===== src/rtl/display_time_keeper_pkg.sv =====
// Shared definitions for the display time-of-day path: BCD constants,
// prescaler width and small BCD helper functions.
package display_time_keeper_pkg;

  localparam int         TICK_CNT_W = 10;
  localparam logic [7:0] BCD_59     = 8'h59;
  localparam logic [7:0] BCD_ZERO   = 8'h00;

  // Two-digit BCD encoding of a small integer (0..99).
  function automatic logic [7:0] to_bcd(input int value);
    logic [3:0] tens;
    logic [3:0] units;
    tens  = 4'(value / 10);
    units = 4'(value % 10);
    return {tens, units};
  endfunction

  // Highest legal hour in BCD for a given hour modulus (12 -> 8'h11, 24 -> 8'h23).
  function automatic logic [7:0] hour_max_bcd(input int hour_max);
    return to_bcd(hour_max - 1);
  endfunction

  // True when both nibbles of a BCD byte are decimal digits.
  function automatic logic digits_valid(input logic [7:0] v);
    return (v[7:4] <= 4'd9) && (v[3:0] <= 4'd9);
  endfunction

endpackage


===== src/rtl/display_time_keeper_bcd_mod_counter.sv =====
// Two-digit BCD counter that counts 00..MODULUS-1 and wraps to 00.
// wrap is a combinational carry so a cascade of these settles in one edge.
module bcd_mod_counter
  import display_time_keeper_pkg::*;
#(
  parameter int MODULUS = 60
) (
  input  logic       clock_100Mhz,
  input  logic       reset,
  input  logic       inc,
  input  logic       load,
  input  logic [7:0] load_val,
  output logic [7:0] value,
  output logic       wrap
);

  localparam logic [7:0] LAST = to_bcd(MODULUS - 1);

  logic [7:0] next_val;

  assign wrap = inc && (value == LAST);

  // BCD successor of the current value, including the modulus wrap.
  always_comb begin
    next_val = value;
    if (value == LAST) begin
      next_val = BCD_ZERO;
    end else if (value[3:0] == 4'd9) begin
      next_val = {value[7:4] + 4'd1, 4'd0};
    end else begin
      next_val = {value[7:4], value[3:0] + 4'd1};
    end
  end

  // Digit register: load takes priority over increment.
  always_ff @(posedge clock_100Mhz or posedge reset) begin
    if (reset) begin
      value <= BCD_ZERO;
    end else if (load) begin
      value <= load_val;
    end else if (inc) begin
      value <= next_val;
    end
  end

endmodule


===== src/rtl/display_time_keeper.sv =====
// BCD HH:MM:SS time keeper driven by divider ticks, with validated time-set
// and run/pause. Holds the tick prescaler, load check and event strobes.
module display_time_keeper
  import display_time_keeper_pkg::*;
#(
  parameter int TICKS_PER_SEC = 1,
  parameter int HOUR_MAX      = 24
) (
  input  logic       clock_100Mhz,
  input  logic       reset,
  input  logic       tick,
  input  logic       run,
  input  logic       load_valid,
  input  logic [7:0] load_hh,
  input  logic [7:0] load_mm,
  input  logic [7:0] load_ss,
  output logic       load_ack,
  output logic       load_err,
  output logic [7:0] hh,
  output logic [7:0] mm,
  output logic [7:0] ss,
  output logic       sec_pulse,
  output logic       min_pulse,
  output logic       day_pulse
);

  localparam logic [TICK_CNT_W-1:0] PRESC_LAST = TICK_CNT_W'(TICKS_PER_SEC - 1);
  localparam logic [7:0]            HOUR_LAST  = hour_max_bcd(HOUR_MAX);

  logic [TICK_CNT_W-1:0] presc;
  logic                  load_legal;
  logic                  load_take;
  logic                  tick_ok;
  logic                  sec_adv;
  logic                  ss_wrap;
  logic                  mm_wrap;
  logic                  hh_wrap;

  // BCD compares are numeric once both digits are known to be decimal.
  assign load_legal = digits_valid(load_hh) && digits_valid(load_mm) &&
                      digits_valid(load_ss) && (load_ss <= BCD_59) &&
                      (load_mm <= BCD_59) && (load_hh <= HOUR_LAST);
  assign load_take  = load_valid && load_legal;
  // A pending load (legal or not) swallows any tick in the same cycle.
  assign tick_ok    = tick && run && !load_valid;
  assign sec_adv    = tick_ok && (presc == PRESC_LAST);

  // Tick prescaler: restarts on an accepted load, wraps on each second.
  always_ff @(posedge clock_100Mhz or posedge reset) begin
    if (reset) begin
      presc <= '0;
    end else if (load_take) begin
      presc <= '0;
    end else if (tick_ok) begin
      presc <= sec_adv ? '0 : presc + 1'b1;
    end
  end

  // Event strobes and load handshake, one cycle each.
  always_ff @(posedge clock_100Mhz or posedge reset) begin
    if (reset) begin
      sec_pulse <= 1'b0;
      min_pulse <= 1'b0;
      day_pulse <= 1'b0;
      load_ack  <= 1'b0;
      load_err  <= 1'b0;
    end else begin
      sec_pulse <= sec_adv;
      min_pulse <= ss_wrap;
      day_pulse <= hh_wrap;
      load_ack  <= load_take;
      load_err  <= load_valid && !load_legal;
    end
  end

  bcd_mod_counter #(.MODULUS(60)) u_ss (
    .clock_100Mhz (clock_100Mhz),
    .reset        (reset),
    .inc          (sec_adv),
    .load         (load_take),
    .load_val     (load_ss),
    .value        (ss),
    .wrap         (ss_wrap)
  );

  bcd_mod_counter #(.MODULUS(60)) u_mm (
    .clock_100Mhz (clock_100Mhz),
    .reset        (reset),
    .inc          (ss_wrap),
    .load         (load_take),
    .load_val     (load_mm),
    .value        (mm),
    .wrap         (mm_wrap)
  );

  bcd_mod_counter #(.MODULUS(HOUR_MAX)) u_hh (
    .clock_100Mhz (clock_100Mhz),
    .reset        (reset),
    .inc          (mm_wrap),
    .load         (load_take),
    .load_val     (load_hh),
    .value        (hh),
    .wrap         (hh_wrap)
  );

endmodule


===== config.mk =====
export PLATFORM = sky130hd
export DESIGN_NAME = display_time_keeper
export DESIGN_NICKNAME = d
export VERILOG_FILES = /design/src/rtl/display_time_keeper_pkg.sv /design/src/rtl/display_time_keeper_bcd_mod_counter.sv /design/src/rtl/display_time_keeper.sv
export SDC_FILE = /design/constraint.sdc
export NUM_CORES = 1
export LEC_CHECK = 0
export BUFFER_PORTS_ARGS = -buffer_cell sky130_fd_sc_hd__buf_2
export CORE_ASPECT_RATIO = 0.5
export CORE_MARGIN = 4
export CORE_UTILIZATION = 54
export DETAILED_ROUTE_END_ITERATION = 8
export PLACE_DENSITY = 0.79
export REMOVE_ABC_BUFFERS = 1
export SYNTH_ARGS = -nofsm -noshare
export SYNTH_HDL_FRONTEND = slang
export SYNTH_HIERARCHICAL = 1
export SYNTH_SLANG_ARGS = --single-unit

===== constraint.sdc =====
create_clock -name clock_100Mhz -period 4.6 [get_ports clock_100Mhz]
set_input_delay 1.38 -clock clock_100Mhz [delete_from_list [all_inputs] [get_ports clock_100Mhz]]
set_output_delay 1.38 -clock clock_100Mhz [all_outputs]
set_load 0.05 [all_outputs]

### Yosys cells after proc, flatten, opt, wreduce, memory -nomap -nowiden

Index checks and enable logic that the tools add are counted.

* register bits: 39
* bits of input ports: 29
* logic and storage cells: 78

* add/sub/neg operators: 7
* $lt $le $gt $ge: 9
* equal/unequal tests: 6
* mux-type cells: 15
* reductions and logical operators: 29

Operators by type and width (number)
* $mux W8: 12
* $mux W10: 3
* $add A4 B1 Y4 const B: 6
* $le A4 B4 Y1 const B: 6
* $eq A8 B7 Y1 const B: 2
* $le A8 B7 Y1 const B: 2
* $logic_and A1 B1 Y1: 16
* $eq A4 B4 Y1 const B: 3
* $add A10 B1 Y10 const B: 1
* $logic_not A10 Y1: 1
* $reduce_bool A3 Y1: 3
* $eq A8 B6 Y1 const B: 1
* $le A8 B6 Y1 const B: 1
* $reduce_bool A2 Y1: 4
* $reduce_and A2 Y1: 3
* $logic_not A1 Y1: 2

### Logic depth before layout (Yosys ltp)

Gate-level depths: netlist of the first run.

* depth in word-level cells: 10
* depth in mapped cells: 14
* mapped depth without buffers: 12

### Cells and area by module

Netlist of the first run, hierarchy kept.

By module, submodules not included
* bcd_mod_counter at u_mm ...: instances 2, cells each 64, area each 601.8 µm²
* display_time_keeper: instances 1, cells each 79, area each 807.0 µm²
* bcd_mod_counter at u_hh: instances 1, cells each 57, area each 549.3 µm²

### Least setup slack after synthesis of the first run

OpenSTA, ideal clock, no wires.

* path type: input port to flip-flop
* start point: input load_valid
* end point: register u_hh.value[5]
* setup time: 0.125 ns
* arrival: 4.180 ns
* required time: 4.475 ns
* slack: 0.295 ns
* stages on the path: 13
* path through: and3b_1 -> clkbuf_1 -> nand4_1 -> inv_1 -> buf_4 -> nand4b_1 -> nor2_1 -> buf_4 -> nand4b_1 -> nor2_1 -> or3b_1 -> o211a_1 -> mux2_4

* longest elaborated chain between the ends: 7
* elaborated cells on any way between the ends: 10

Ends and longest elaborated chain
* from (decl): RTL line display_time_keeper.sv:13 `input logic load_valid,`
* $logic_not A1 Y1: RTL line display_time_keeper.sv:45 `assign tick_ok = tick && run && !load_valid;`
* $logic_and A1 B1 Y1: RTL line display_time_keeper.sv:45
* $logic_and A1 B1 Y1: RTL line display_time_keeper.sv:46 `assign sec_adv = tick_ok && (presc == PRESC_LAST);`
* named net sec_adv: RTL line display_time_keeper.sv:34 `logic sec_adv;`
* $logic_and A1 B1 Y1: RTL line display_time_keeper_bcd_mod_counter.sv:21 `assign wrap = inc && (value == LAST);`
* named net ss_wrap: RTL line display_time_keeper.sv:35 `logic ss_wrap;`
* $logic_and A1 B1 Y1: RTL line display_time_keeper_bcd_mod_counter.sv:21
* named net mm_wrap: RTL line display_time_keeper.sv:36 `logic mm_wrap;`
* $reduce_bool A2 Y1 (no source line)
* $reduce_and A2 Y1 (no source line)
* to (signal assigned): RTL line display_time_keeper_bcd_mod_counter.sv:40 `value <= load_val;`
* to (signal assigned): RTL line display_time_keeper_bcd_mod_counter.sv:42 `value <= next_val;`
* to (decl): RTL line display_time_keeper_bcd_mod_counter.sv:13 `output logic [7:0] value,`

The timed path passes the listed nets, and every way through them passes these cells.
A chain may end at the register's enable or synchronous reset.

### Final worst setup path of the first run

* start point: input load_valid
* end point: register u_hh.value[7]

Same word-level chain as after synthesis.

==> results.rst, run 1 <==
.. list-table::
   :header-rows: 1

   * - Metric
     - Value
   * - Status
     - complete, no violations
   * - Most Frequent Cell on Critical Path
     - sky130_fd_sc_hd__nand4b_1
   * - Async S/R FF share, synth
     - 1.00
   * - Initial standard-cell utilization of the core
     - 0.570
   * - Number of library cell types mapped by synthesis
     - 55
   * - Yosys Warn Count
     - 6
   * - IO Port Bufs
     - 57
   * - Static leakage
     - 1.47 nW
   * - Maximum resistive drop on vdd
     - 321 µV
   * - Via count
     - 2280
   * - Synth Area per Inst
     - 9.70 µm²
   * - TritonCTS buffer count
     - 5
   * - Antenna violations before repair
     - 0
   * - Largest net degree at the start of global routing
     - 21
   * - Internal Pwr Total
     - ~0.64 mW
   * - Worst reg2reg endpoint
     - u_hh/value[7]
   * - RSZ-0062 raised after global routing
     - no
   * - Levels on crit path
     - 12
   * - Wire length of the first global-routing pass
     - 10400 µm
   * - Slowest cell on the critical path
     - sky130_fd_sc_hd__or3_1
   * - Synthesis-to-finish area growth
     - 16.5%
   * - End of the critical path
     - u_hh/value[7]
   * - Finished Core Util
     - 0.664
   * - N_diodes
     - 0
   * - Kind of capture point of the worst setup path
     - flop
   * - Tmin final
     - between 4 and 5 ns
   * - Average wire per standard cell
     - 15.9 µm
   * - Die boundary width
     - 105 µm
   * - CTS tree
     - done
   * - Post-synthesis instance total
     - about 260
   * - Std cell rows
     - 17
   * - Remaining DRCs
     - 0
   * - Cells resized by post-CTS repair
     - 0
   * - Worst-case clock skew
     - approximately 0.0046 ns
   * - Power density normalized to cell area
     - 376 mW/mm²
   * - Number of sinks handled by clock tree synthesis
     - 39
   * - Synth Cell Area
     - 0.00256 mm²
   * - Path category of the worst min-delay check
     - reg -> reg
   * - Y dimension of the die
     - 56.7 µm
   * - Root buffer cell
     - sky130_fd_sc_hd__clkbuf_8
   * - Critical path's top delay family
     - simple AND/OR/NAND/NOR gates
   * - Number of global-route vias before repair
     - 2164
   * - Most frequent cell after synthesis
     - sky130_fd_sc_hd__dfrtp_1
   * - Min setup slack post-route
     - around 0.55 ns
   * - Setup-violating endpoint count in the final report
     - 0
   * - Required time worst endpoint
     - between 4 and 5 ns
   * - Remaining antenna violation count after routing
     - 0
   * - Worst slew margin relative to its limit
     - 0.616
   * - Final hold violations
     - 0
   * - Crit-path cells
     - buf_2 -> and3b_1 -> nand4_1 -> inv_1 -> nand4b_1 -> nor2_1 -> nand4b_1 -> nor2_1 -> buf_4 -> nand4b_1 -> or3_1 -> a31oi_1
   * - R2R depth
     - 11
   * - Routed wire length
     - ~6200 µm
   * - CTS clk-pin slew, worst paths
     - 0.08 ns
   * - Final Max Tran Viols
     - 0
   * - Number of search-and-repair iterations in the first detailed-routing pass
     - 4
   * - Buffer and inverter count on the worst path
     - 3
   * - CTS hold repair buffers
     - 0
   * - Post-route fraction of the period consumed by the critical path
     - 0.881
   * - FF-to-FF Start
     - presc[2]
   * - Violation count after the first detailed-route iteration
     - approximately 170
   * - Critical Path Fanout Max
     - 8
   * - Launching element of the worst setup path
     - load_valid
   * - Share of the yosys chip area belonging to registers
     - 0.381
   * - Combinational Power Share
     - 0.360
   * - Crit path launch type
     - input pin
   * - Reg2Reg Setup Slack
     - roughly 1.2 ns
   * - Global-route usage over all layers
     - 0.213
   * - Total core area
     - between 0.004 and 0.005 mm²
   * - Yosys top cell area share
     - 0.381
   * - Top cells by area, synth
     - sky130_fd_sc_hd__dfrtp_1 38%, sky130_fd_sc_hd__ha_1 6.8%, sky130_fd_sc_hd__nand2_1 2.9%
   * - I/O pin cnt
     - 58
   * - Flop and latch count out of synthesis
     - 39
   * - Detail-routed via count per cell
     - 5.83
   * - Fmax
     - 0.247 GHz
   * - Arrival time of data at the critical path endpoint
     - 4.26 ns
   * - Library cell occupying the most area in the post-synthesis netlist
     - sky130_fd_sc_hd__dfrtp_1
   * - Post-synth EDFFs
     - 0
   * - Ratio of cells with drive above 1 in the final layout
     - 0.265
   * - Overflow left after global routing
     - 0
   * - Gpl congestion
     - between 0.8 and 0.9
   * - Deepest level of the CTS H-tree
     - 2
   * - Clock latency at the later pin of the worst-skew pair
     - slightly below 0.3 ns
   * - Post-CTS setup buffer count
     - 0
   * - Psw
     - 0.486 mW
   * - Pre-CTS setup slack
     - 0.356 ns
   * - Worst Path Class, Setup
     - in -> reg
   * - Most frequent cells after synthesis
     - 39 x sky130_fd_sc_hd__dfrtp_1, 20 x sky130_fd_sc_hd__nand2_1, 19 x sky130_fd_sc_hd__inv_1, 17 x sky130_fd_sc_hd__nor2_1, 15 x sky130_fd_sc_hd__o21ai_0
   * - Proportion of total power due to net switching
     - 0.434
   * - Worst hold margin
     - 0.559 ns
   * - Number of nets in the layout
     - 367
   * - Total negative slack for setup checks
     - 0 ns
   * - Max-cap violations
     - 0
   * - Transition time at the pin with the least slew margin
     - 0.575 ns
   * - Part of the total power dissipated in the clock network
     - 0.206
   * - Post-DP HPWL
     - 4650 µm
   * - Leading register cell type out of synthesis
     - sky130_fd_sc_hd__dfrtp_1
   * - Reg power frac
     - 0.433
   * - Largest buffer count on any clock path
     - 2
   * - Die footprint
     - 0.00597 mm²
   * - Largest stage delay, worst path
     - 0.41 ns
## per-stage QoR
| stage | cells | power, mW | cell area (µm²) |
|---|---|---|---|
| after global routing | 391 | 1.19 | 2980 |
| after detailed placement | 383 | 0.894 | 2900 |
| after floorplan | 255 | 0.774 | 2490 |
| after CTS | 391 | 1.13 | 2980 |
| final | 391 | 1.12 | 2980 |
| after global placement | 383 | 0.877 | 2900 |
## cells in the final DEF, fill, tap and decap left out, types with 3 or more instances in the layout
cell / instances
sky130_fd_sc_hd__a21boi_0: 3
sky130_fd_sc_hd__a21oi_1: 12
sky130_fd_sc_hd__a2bb2oi_1: 7
sky130_fd_sc_hd__a31oi_1: 3
sky130_fd_sc_hd__buf_2: 57
sky130_fd_sc_hd__buf_4: 5
sky130_fd_sc_hd__clkbuf_8: 5
sky130_fd_sc_hd__clkinv_2: 3
sky130_fd_sc_hd__dfrtp_1: 39
sky130_fd_sc_hd__ha_1: 14
sky130_fd_sc_hd__inv_1: 19
sky130_fd_sc_hd__mux2i_1: 6
sky130_fd_sc_hd__nand2_1: 20
sky130_fd_sc_hd__nand3_1: 5
sky130_fd_sc_hd__nand3b_1: 7
sky130_fd_sc_hd__nand4_1: 7
sky130_fd_sc_hd__nand4b_1: 3
sky130_fd_sc_hd__nor2_1: 17
sky130_fd_sc_hd__nor2b_1: 5
sky130_fd_sc_hd__nor3_1: 7
sky130_fd_sc_hd__nor4_1: 3
sky130_fd_sc_hd__o21ai_0: 15
sky130_fd_sc_hd__o22ai_1: 3
sky130_fd_sc_hd__o31ai_1: 4
sky130_fd_sc_hd__xnor2_1: 6
sky130_fd_sc_hd__xor2_1: 5
## worst register-to-register path, cell delays in order, from the launching register on
cell,delay (ns)
sky130_fd_sc_hd__dfrtp_1,0.45
sky130_fd_sc_hd__nor4_1,0.37
sky130_fd_sc_hd__nand4_1,0.31
sky130_fd_sc_hd__inv_1,0.17
sky130_fd_sc_hd__nand4b_1,0.22
sky130_fd_sc_hd__nor2_1,0.26
sky130_fd_sc_hd__nand4b_1,0.28
sky130_fd_sc_hd__nor2_1,0.24
sky130_fd_sc_hd__buf_4,0.18
sky130_fd_sc_hd__nand4b_1,0.18
sky130_fd_sc_hd__or3_1,0.41
sky130_fd_sc_hd__a31oi_1,0.20
## state kept, by name, indices dropped and copies added (netlist names)
register    count
min_pulse       1
load_err        1
u_hh/value      8
day_pulse       1
load_ack        1
sec_pulse       1
u_mm/value      8
presc          10
u_ss/value      8
## final cells by class
| class | count | area, µm² |
|---|---|---|
| Clock buffer | 6 | 72.6 |
| Clock inverter | 2 | 12.5 |
| Fill cell | 383 | 1510 |
| Inverter | 21 | 81.3 |
| Multi-Input combinational cell | 195 | 1430 |
| Sequential cell | 39 | 976 |
| Tap cell | 66 | 82.6 |
| Timing Repair Buffer | 62 | 323 |
## logic make-up after synthesis
logic type,after synthesis,synth area share
compound gates,66,0.184
xor+xnor,11,0.0376
fa+ha+maj,14,0.0684
buf+inv,30,0.0587
flops,39,0.381
mux,7,0.0293
simple gates,97,0.240
## worst min path at each step
stage / start / to / slack [ns] / cells past startpoint
2_1_floorplan: presc[9] / presc[9] / 0.51 / 2
3_3_place_gp: presc[9] / presc[9] / 0.54 / 2
3_5_place_dp: presc[0] / presc[0] / 0.55 / 1
4_1_cts: presc[0] / presc[0] / 0.56 / 1
5_1_grt: presc[0] / presc[0] / 0.58 / 1
6_report: presc[0] / presc[0] / 0.56 / 1
## metal layers
| layer | GRT usage | vias up | routed length [µm] |
|---|---|---|---|
| li1 | - | 1093 | - |
| met5 | 0 | - | 0 |
| met3 | 0.0574 | 4 | 397 |
| met4 | 0.0411 | 0 | 34 |
| met1 | 0.289 | 1098 | 2860 |
| met2 | 0.346 | 85 | 2940 |
## power groups by stage
| stage | logic [mW] | registers (mW) | clock network (mW) |
|---|---|---|---|
| floorplan | 0.163 | 0.611 | 0 |
| global placement | 0.391 | 0.485 | 0 |
| detailed placement | 0.404 | 0.490 | 0 |
| CTS | 0.405 | 0.484 | 0.237 |
| global route | 0.438 | 0.499 | 0.253 |
| finish | 0.404 | 0.486 | 0.232 |
(Power assumes the default switching activity.)
==> inputs of run 2 (changes only) <==
--- a/config.mk
+++ b/config.mk
@@ -10,7 +10,8 @@
 export CORE_MARGIN = 4
 export CORE_UTILIZATION = 54
 export DETAILED_ROUTE_END_ITERATION = 8
-export PLACE_DENSITY = 0.79
+export HOLD_SLACK_MARGIN = 0.06
+export PLACE_DENSITY = 0.8
 export REMOVE_ABC_BUFFERS = 1
 export SYNTH_ARGS = -nofsm -noshare
 export SYNTH_HDL_FRONTEND = slang
==> run 2 against run 1 <==
Critical path depth stayed put. Power rose by 11%. Cell count fell by 0.26%. Register-to-register slack hardly changed. Sequential power about the same. Fmax about the same. Critical path type unchanged.
==> results.rst, run 2 (synthesis gave the netlist of run 1 again) <==
.. list-table::
   :header-rows: 1

   * - Metric
     - Value
   * - Y dimension of the die
     - 56.7 µm (unchanged)
   * - Worst Path Class, Setup
     - in -> reg
   * - Required time worst endpoint
     - 4.82 ns (about the same)
   * - Worst min-delay path endpoint
     - presc[0]
   * - IO Port Bufs
     - 57 (unchanged)
   * - Reg2Reg Setup Slack
     - 1.24 ns (about the same)
   * - Arrival time of data at the critical path endpoint
     - 4.27 ns (about the same)
   * - Routed wire length
     - 6600 µm (+5.9%)
   * - Commonest cells after routing, fill and taps aside
     - 57 x sky130_fd_sc_hd__buf_2, 39 x sky130_fd_sc_hd__dfrtp_1, 20 x sky130_fd_sc_hd__nand2_1, 19 x sky130_fd_sc_hd__inv_1, 17 x sky130_fd_sc_hd__nor2_1
   * - Crit path launch type
     - input pin
   * - Power density normalized to cell area
     - 411 mW/mm² (+9.1%)
   * - Overflow left after global routing
     - 0 (unchanged)
   * - Buffer and inverter count on the worst path
     - 3 (unchanged)
   * - Root buffer cell
     - sky130_fd_sc_hd__clkbuf_8
   * - Ratio of cells with drive above 1 in the final layout
     - 0.262 (-0.00227)
   * - Largest net degree at the start of global routing
     - 43 (+100%)
   * - Gpl congestion
     - 0.886 (-1.1%)
   * - Path category of the worst min-delay check
     - reg -> reg
   * - Part of the total power dissipated in the clock network
     - 0.279 (+0.073)
   * - CTS tree
     - done
   * - Status
     - complete, no violations
   * - Number of nets in the layout
     - 366 (-0.27%)
   * - Fmax
     - 0.247 GHz (about the same)
   * - Initial standard-cell utilization of the core
     - 0.570 (unchanged)
   * - Tmin final
     - 4.05 ns (-0.00299 ns)
   * - Largest buffer count on any clock path
     - 2 (unchanged)
   * - Kind of capture point of the worst setup path
     - flop
   * - Total power
     - 1.24 mW (+11%)
   * - I/O pin cnt
     - 58 (unchanged)
   * - Final hold violations
     - 0 (unchanged)
   * - Number of search-and-repair iterations in the first detailed-routing pass
     - 5 (+1)
   * - Top reg by flops
     - presc
   * - Combinational Power Share
     - 0.327 (-0.033)
   * - CTS hold repair buffers
     - 0 (unchanged)
   * - Top layer reached by signal wires
     - met4
   * - Max FFs per register
     - 10 (unchanged)
   * - Static leakage
     - 1.49 nW (+1.3%)
   * - Total core area
     - 0.00449 mm² (unchanged)
   * - Synthesis-to-finish area growth
     - 18.0%
   * - Number of sinks handled by clock tree synthesis
     - 39 (unchanged)
   * - Max-cap violations
     - 0 (unchanged)
   * - Worst-case clock skew
     - 0.00945 ns (+0.00487 ns)
   * - Proportion of total power due to net switching
     - 0.399 (-0.0350)
   * - Final Cell Area
     - 0.00302 mm² (+1.3%)
   * - Post-CTS setup buffer count
     - 0 (unchanged)
   * - Worst slew margin relative to its limit
     - 0.608 (-0.00882)
   * - Worst reg2reg endpoint
     - u_hh/value[7]
   * - Most Frequent Cell on Critical Path
     - sky130_fd_sc_hd__nand4b_1
   * - Via count
     - 2321 (+1.8%)
   * - Critical path's top delay family
     - simple AND/OR/NAND/NOR gates
   * - Post-DP HPWL
     - 4940 µm (+6.1%)
   * - CTS clk-pin slew, worst paths
     - 0.08 ns (about the same)
   * - Number of global-route vias before repair
     - 2243 (+3.7%)
   * - Critical Path Fanout Max
     - 8 (unchanged)
   * - Reg power frac
     - 0.393 (-0.040)
   * - Routed met2 length
     - 3200 µm (+8.8%)
   * - Average wire per standard cell
     - 16.9 µm (+6.2%)
   * - Cell depth of the worst min-delay path
     - 1 (unchanged)
   * - Std cell rows
     - 17 (unchanged)
   * - R2R depth
     - 11 (unchanged)
   * - Antenna violations before repair
     - 0 (unchanged)
   * - Internal Pwr Total
     - 0.746 mW (+17%)
   * - Setup-violating endpoint count in the final report
     - 0 (unchanged)
   * - Deepest level of the CTS H-tree
     - 2 (unchanged)
   * - Slowest cell on the critical path
     - sky130_fd_sc_hd__or3_1
   * - Remaining antenna violation count after routing
     - 0 (unchanged)
   * - Violation count after the first detailed-route iteration
     - 212 (+22%)
   * - Final Max Tran Viols
     - 0 (unchanged)
   * - Met1 WL
     - 2850 µm (-0.21%)
   * - Cells resized by post-CTS repair
     - 0 (unchanged)
   * - Amount of wire on met3 after detailed routing
     - 451 µm (+14%)
   * - Largest stage delay, worst path
     - 0.41 ns (about the same)
   * - Worst hold margin
     - 0.557 ns (-0.00166 ns)
   * - Pre-CTS setup slack
     - 0.279 ns (-0.0761 ns)
   * - Post-route fraction of the period consumed by the critical path
     - 0.880 (about the same)
   * - Die footprint
     - 0.00597 mm² (unchanged)
   * - Total negative slack for setup checks
     - 0 ns (unchanged)
   * - Psw
     - 0.495 mW (+1.7%)
   * - TritonCTS buffer count
     - 5 (unchanged)
   * - Placed cell area
     - 0.00289 mm² (-0.26%)
   * - Layout Cells excl Fill
     - 390 (-0.26%)
   * - Most frequent standard cell in the layout excluding fill and tap cells
     - sky130_fd_sc_hd__buf_2
   * - Post-placement cell count
     - 382 (-0.26%)
   * - Global-route usage over all layers
     - 0.228 (+0.0142)
   * - Transition time at the pin with the least slew margin
     - 0.588 ns (+0.0132 ns)
   * - Startpoint of the worst hold path
     - presc[0]
   * - N_diodes
     - 0 (unchanged)
   * - Levels on crit path
     - 12 (unchanged)
   * - Clock latency at the later pin of the worst-skew pair
     - 0.30 ns (about the same)
   * - Crit-path cells
     - buf_2 -> and3b_1 -> nand4_1 -> inv_1 -> nand4b_1 -> nor2_1 -> nand4b_1 -> nor2_1 -> buf_4 -> nand4b_1 -> or3_1 -> a31oi_1
   * - RSZ-0062 raised after global routing
     - no
   * - Remaining DRCs
     - 0 (unchanged)
   * - Finished Core Util
     - 0.673 (+0.00892)
   * - Detail-routed via count per cell
     - 5.95 (+2.1%)
   * - Wire length of the first global-routing pass
     - 10900 µm (+5.1%)
   * - Maximum resistive drop on vdd
     - 254 µV (-21%)
   * - Min setup slack post-route
     - 0.552 ns (+0.00299 ns)
   * - FF-to-FF Start
     - presc[2]
   * - Die boundary width
     - 105 µm (unchanged)
-- run 2: area by class of cell --
class,instances,area (µm²)
inverters,21,81.3
fillers,360,1470
multi-input cells,195,1430
clock buffers,6,72.6
flip-flops and latches,39,976
well taps,66,82.6
clock inverters,2,60.1
repair buffers,61,315
-- run 2: worst max path at each step --
stage | start | end | slack [ns]
floorplan | load_valid | u_hh/value[5] | 0.24
global placement | load_valid | u_hh/value[5] | 0.53
detailed placement | load_valid | u_hh/value[5] | 0.28
CTS | load_valid | u_hh/value[5] | 0.60
global route | load_valid | u_hh/value[7] | 0.34
finish | load_valid | u_hh/value[7] | 0.55
-- run 2: routing by layer --
metal | vias up | GRT usage
met5 | - | 0
met4 | 0 | 0.0692
met3 | 11 | 0.0494
met2 | 104 | 0.381
met1 | 1116 | 0.296
li1 | 1090 | -
-- run 2: power groups by stage --
| stage | registers, mW | clock network, mW | logic [mW] |
|---|---|---|---|
| after detailed placement | 0.491 | 0 | 0.406 |
| after global routing | 0.500 | 0.363 | 0.440 |
| after floorplan | 0.611 | 0 | 0.163 |
| after global placement | 0.485 | 0 | 0.392 |
| final | 0.488 | 0.347 | 0.406 |
| after CTS | 0.485 | 0.350 | 0.407 |
